--- config.mk ---
export PLATFORM = sky130hd
export DESIGN_NAME = board_line_evaluator
export DESIGN_NICKNAME = d
export VERILOG_FILES = /design/src/rtl/board_line_evaluator.sv
export SDC_FILE = /design/constraint.sdc
export NUM_CORES = 1
export LEC_CHECK = 0
export BUFFER_PORTS_ARGS = -buffer_cell sky130_fd_sc_hd__buf_2
export CAP_MARGIN = 25
export CORE_MARGIN = 2
export CORE_UTILIZATION = 36
export DETAILED_ROUTE_END_ITERATION = 10
export REMOVE_ABC_BUFFERS = 1
export SYNTH_ARGS = -nofsm -noshare
export SYNTH_HDL_FRONTEND = slang
export SYNTH_SLANG_ARGS = --single-unit
--- constraint.sdc ---
create_clock -name clock -period 3 [get_ports clock]
set_clock_uncertainty 0.05 [all_clocks]
set_input_delay 0.3 -clock clock [delete_from_list [all_inputs] [get_ports clock]]
set_output_delay 0.3 -clock clock [all_outputs]
set_load 0.05 [all_outputs]
--- src/rtl/board_line_evaluator.sv ---
// Tic-tac-toe status evaluator: snapshots the 9-cell board on start, then scans
// the 8 winning lines one per clock and reports winner, line, draw and bad codes.
module board_line_evaluator #(
  parameter logic [1:0] EMPTY_CODE = 2'b00,
  parameter logic [1:0] P1_CODE    = 2'b01,
  parameter logic [1:0] P2_CODE    = 2'b10
) (
  input  logic       clock,
  input  logic       reset,
  input  logic       start,
  input  logic [1:0] pos1,
  input  logic [1:0] pos2,
  input  logic [1:0] pos3,
  input  logic [1:0] pos4,
  input  logic [1:0] pos5,
  input  logic [1:0] pos6,
  input  logic [1:0] pos7,
  input  logic [1:0] pos8,
  input  logic [1:0] pos9,
  output logic       busy,
  output logic       done,
  output logic       status,
  output logic [1:0] winner,
  output logic [2:0] win_line,
  output logic       board_error
);

  typedef enum logic [1:0] {
    IDLE = 2'd0,
    SCAN = 2'd1,
    DONE = 2'd2
  } state_t;

  state_t          state, state_nxt;
  logic [2:0]      idx;
  logic [8:0][1:0] pos_all;
  logic [8:0][1:0] snap_p0;
  logic [1:0]      line_win;
  logic            board_full;
  logic            board_bad;

  assign pos_all = {pos9, pos8, pos7, pos6, pos5, pos4, pos3, pos2, pos1};

  // Returns 2'b01 for a player line, 2'b10 for a PC line, 2'b00 otherwise.
  function automatic logic [1:0] line_owner(input logic [8:0][1:0] b, input logic [2:0] i);
    logic [3:0] ca, cb, cc;
    case (i)
      3'd0:    begin ca = 4'd0; cb = 4'd1; cc = 4'd2; end
      3'd1:    begin ca = 4'd3; cb = 4'd4; cc = 4'd5; end
      3'd2:    begin ca = 4'd6; cb = 4'd7; cc = 4'd8; end
      3'd3:    begin ca = 4'd0; cb = 4'd3; cc = 4'd6; end
      3'd4:    begin ca = 4'd1; cb = 4'd4; cc = 4'd7; end
      3'd5:    begin ca = 4'd2; cb = 4'd5; cc = 4'd8; end
      3'd6:    begin ca = 4'd0; cb = 4'd4; cc = 4'd8; end
      default: begin ca = 4'd2; cb = 4'd4; cc = 4'd6; end
    endcase
    line_owner = 2'b00;
    if (b[ca] == P1_CODE && b[cb] == P1_CODE && b[cc] == P1_CODE)
      line_owner = 2'b01;
    else if (b[ca] == P2_CODE && b[cb] == P2_CODE && b[cc] == P2_CODE)
      line_owner = 2'b10;
  endfunction

  function automatic logic cell_filled(input logic [1:0] c);
    return (c == P1_CODE) || (c == P2_CODE);
  endfunction

  function automatic logic cell_valid(input logic [1:0] c);
    return cell_filled(c) || (c == EMPTY_CODE);
  endfunction

  always_comb begin
    board_full = 1'b1;
    board_bad  = 1'b0;
    for (int k = 0; k < 9; k++) begin
      if (!cell_filled(snap_p0[k])) board_full = 1'b0;
      if (!cell_valid(snap_p0[k]))  board_bad  = 1'b1;
    end
    line_win = line_owner(snap_p0, idx);
  end

  always_ff @(posedge clock or posedge reset) begin
    if (reset) state <= IDLE;
    else       state <= state_nxt;
  end

  always_comb begin
    state_nxt = state;
    busy      = 1'b0;
    done      = 1'b0;
    case (state)
      IDLE: begin
        if (start) state_nxt = SCAN;
      end
      SCAN: begin
        busy = 1'b1;
        if (line_win != 2'b00 || idx == 3'd7) state_nxt = DONE;
      end
      DONE: begin
        busy      = 1'b1;
        done      = 1'b1;
        state_nxt = IDLE;
      end
      default: state_nxt = IDLE;
    endcase
  end

  // Stage p0: board capture; results register on the edge that enters DONE.
  always_ff @(posedge clock or posedge reset) begin
    if (reset) begin
      snap_p0     <= {9{EMPTY_CODE}};
      idx         <= 3'd0;
      status      <= 1'b0;
      winner      <= 2'b00;
      win_line    <= 3'd0;
      board_error <= 1'b0;
    end else begin
      case (state)
        IDLE: begin
          if (start) begin
            snap_p0 <= pos_all;
            idx     <= 3'd0;
          end
        end
        SCAN: begin
          if (line_win != 2'b00) begin
            winner      <= line_win;
            win_line    <= idx;
            status      <= 1'b1;
            board_error <= board_bad;
          end else if (idx == 3'd7) begin
            winner      <= board_full ? 2'b11 : 2'b00;
            win_line    <= 3'd0;
            status      <= board_full;
            board_error <= board_bad;
          end else begin
            idx <= idx + 3'd1;
          end
        end
        default: ;
      endcase
    end
  end

endmodule
==> impl_metrics.py <==
metrics = {
    "outcome": {
        "status": "finished, final reports clean",
    },
    "critical_path": {
        "setup.worst_path.end_class": "flip-flop",
        "worst_path_most_repeated_cell": "buf_4",
        "required_ps": 3120,
        "crit_chain": "buf_4, ha_2, ha_4, mux2i_1, and3_1, a311o_1, nor3_2, and4_1, a211oi_2, buf_4, buf_4, a41oi_1, nand3_1",
        "crit_slowest_cell": "dfrtp_2",
        "cp_max_fo": 9,
        "cpPeakStageDelay_ps": 420,
        "r2r_start": "idx[0]",
        "crit_path_start_kind": "flip-flop",
        "arrival_ps": 2950,
        "rr_worst_depth": 13,
        "rrSetupSlack_ps": 170,
        "setup.worst_path.class": "flip-flop to flip-flop",
        "r2r_end": "idx[1]",
    },
    "pwr": {
        "seqPwrFrac_pct": 25.8,
        "p_sw_share_pct": 47.86,
        "switching_power_mw": 1.493,
        "p_clk_share_pct": 11.1,
        "p_int_mw": 1.627,
        "power_frac_comb_pct": 63.1,
        "vdd_ir_drop_max_uv": 381.1,
        "leakagePower_nw": 1.202,
        "powerDensity_mw_per_mm2": 1177,
    },
    "grt": {
        "grt_pass1_vias": 1783,
        "grt_usage_pct": 17.68,
        "antenna_found_initial": 0,
        "grt_overflow": 0,
        "grt_busiest_layer": "met2",
        "gr-usage-met3_pct": 2.826,
        "use_met2_pct": 27.42,
        "grt_pass1_wl_mm": 8.845,
        "grt_max_degree": 31,
        "grt_use_met1_pct": 23.29,
    },
    "timing": {
        "final_max_slew_viol_count": 0,
        "finalHoldViolCount": 0,
        "rsz0062_at_grt": "false",
        "fin_crit_sh_pct": 94.33,
        "fmax_mhz": 353.4,
        "period_needed_ps": 2830,
        "relSlewSlack_pct": 49.71,
        "worstMarginPinSlew_ps": 752.5,
        "setup_viol": 0,
        "holdWs_ps": 29.89,
    },
    "clocking": {
        "cts.sinks": 30,
        "cts_tree": "built",
        "cts_made_buffers": 5,
        "cts_buffer_depth": 2,
        "clkLatencyLatePin_ps": 290,
        "path_clk_slew_ps": 70,
        "h-tree-depth": 2,
        "cts_root_buf": "clkbuf_8",
    },
    "final_layout": {
        "drive_above_1_share_pct": 35.21,
        "multiInputGateArea_mm2": 0.001408,
        "fillers": 582,
        "seq_area_um2": 752.0,
        "nNetsFinal": 306,
        "final_cells": 342,
        "syn_to_final_growth_pct": 18.78,
        "final_design_area_no_fill_mm2": 0.002651,
        "n_antenna_cell": 0,
    },
    "placement": {
        "dp_hpwl_mm": 4.086,
        "dp_cells": 333,
        "port_buffers": 29,
        "gp_congestion": 0.9453,
        "place_area_mm2": 0.002485,
    },
    "detailed_routing": {
        "post-route-drc-count": 0,
        "first_iter_violations": 128,
        "drt_pass1_iterations": 4,
        "vias": 1840,
        "wl_per_cell_um": 15.87,
        "antenna_left": 0,
        "routed_wl_mm": 5.429,
        "vias_per_cell": 5.380,
    },
    "synth": {
        "synth.ff_latch_count": 30,
        "synth_seq_area_share_pct": 33.63,
        "synthArstFlopShare_pct": 100.0,
        "synth_area_leader_cell": "dfrtp_1",
        "synth_commonest_cells": "dfrtp_1, ha_1, mux2_2",
        "syn_inst": 227,
        "synth.area.top_cells": "dfrtp_1, ha_1, mux2_2",
        "synth_area_mm2": 0.002232,
        "synthDistinctLibCells": 61,
        "synth-edff-count": 0,
        "yosys.area.top_type_share_pct": 33.63,
        "synth.most_common_cell": "dfrtp_1",
        "synth_area_per_cell_um2": 9.833,
        "yosysWarnings": 0,
        "ys.flop_type": "dfrtp_1",
    },
    "floorplan": {
        "core_area_mm2": 0.005956,
        "start_util_pct": 37.48,
        "fp-row-count": 28,
        "io_pins": 30,
        "die_h_um": 82.74,
        "die_w_um": 82.74,
        "fp.dieArea_mm2": 0.006846,
    },
    "worst_hold_path": {
        "min_path_type": "input port to async pin",
    },
    "run": {
        "timing.max_cap.violations": 0,
    },
}
==> repair_timing <==
action,CTS,global route
buffers inserted,0,1
endpoints found under the setup margin,1,11
hold buffers,0,0
pin swaps,0,0
gates resized for setup,1,14
==> registers in the layout (all words and copies together), names as in the netlist <==
signal and cells:
board_error 1, idx 3, snap_p0 18, state 2
status 1, win_line 3, winner 2
==> placed cells by master, fill, tap and decap left out, drive strengths merged, types with 3 or more instances in the layout <==
master / synthesis / layout
buf: 8 / 43
dfrtp: 30 / 30
mux2: 21 / 21
ha: 19 / 19
nand2: 16 / 16
inv: 15 / 15
nand3: 14 / 14
a21oi: 12 / 12
nor2: 9 / 9
nand2b: 8 / 8
o21ai: 8 / 8
clkbuf: 3 / 7
nor3: 6 / 6
nor4: 5 / 5
mux2i: 4 / 4
o21a: 4 / 4
and2: 4 / 4
a22o: 3 / 3
o31ai: 3 / 3
==> power by group through the flow <==
stage	Combinational [mW]	Sequential [mW]	Clock, mW
finish	1.97	0.805	0.346
global route	2.17	0.839	0.373
CTS	1.87	0.809	0.353
detailed placement	1.86	0.817	0
global placement	1.86	0.812	0
floorplan	1.25	0.893	0
==> how the worst max path moves through the flow <==
stage / from / to / slack (ps) / cells past startpoint
after floorplan: idx[2] / board_error / -230 / 10
after global placement: idx[0] / idx[1] / 60 / 12
after detailed placement: idx[0] / state[1] / 10 / 12
after CTS: idx[0] / idx[1] / 20 / 12
after global routing: idx[0] / idx[1] / 20 / 13
final: idx[0] / idx[1] / 170 / 13
==> logic make-up after synthesis <==
group | Yosys count | share of synthesized area, %
AOI/OAI and AO/OA | 53 | 17.66
and+or+nand+nor | 74 | 19.06
DFF | 30 | 33.63
buffers and inverters | 26 | 6.277
muxes | 25 | 12.72
adders and majority gates | 19 | 10.65
==> critical path, delay by kind of cell, from the launching register on <==
| kind | cells | cell delay, ps |
|---|---|---|
| AO/OA/AOI/OAI | 3 | 590 |
| adder cells (fa/ha/maj) | 2 | 400 |
| buffers and inverters | 3 | 490 |
| flip-flops | 1 | 420 |
| multiplexers | 1 | 110 |
| AND/OR/NAND/NOR | 4 | 640 |
==> layer usage <==
metal / part of all wire (%) / routed length (um) / up-vias
li1: - / - / 911
met1: 47 / 2573 / 861
met2: 46 / 2482 / 58
met3: 4.1 / 220 / 10
met4: 2.8 / 153 / 0
met5: 0 / 0 / -
==> area by class of cell <==
| cell class | instances | area share, % |
|---|---|---|
| multi-input combinational | 171 | 53.09 |
| sequential | 30 | 28.36 |
| timing repair buffer | 43 | 9.438 |
| tap | 75 | 3.539 |
| clock buffer | 7 | 3.256 |
| inverter | 15 | 2.124 |
| clock inverter | 1 | 0.1888 |
==> through the flow <==
step	setup slack [ps]	setup TNS (ps)	utilization [%]	total power, mW
CTS	23.51	0	43.30	3.030
finish	170.2	0	44.52	3.120
floorplan	-226.5	-297.5	-	2.146
detailed placement	10.64	0	41.72	2.677
global placement	59.88	0	41.72	2.672
global route	17.04	0	44.52	3.387
No activity file was read; power rests on OpenSTA's default activity.
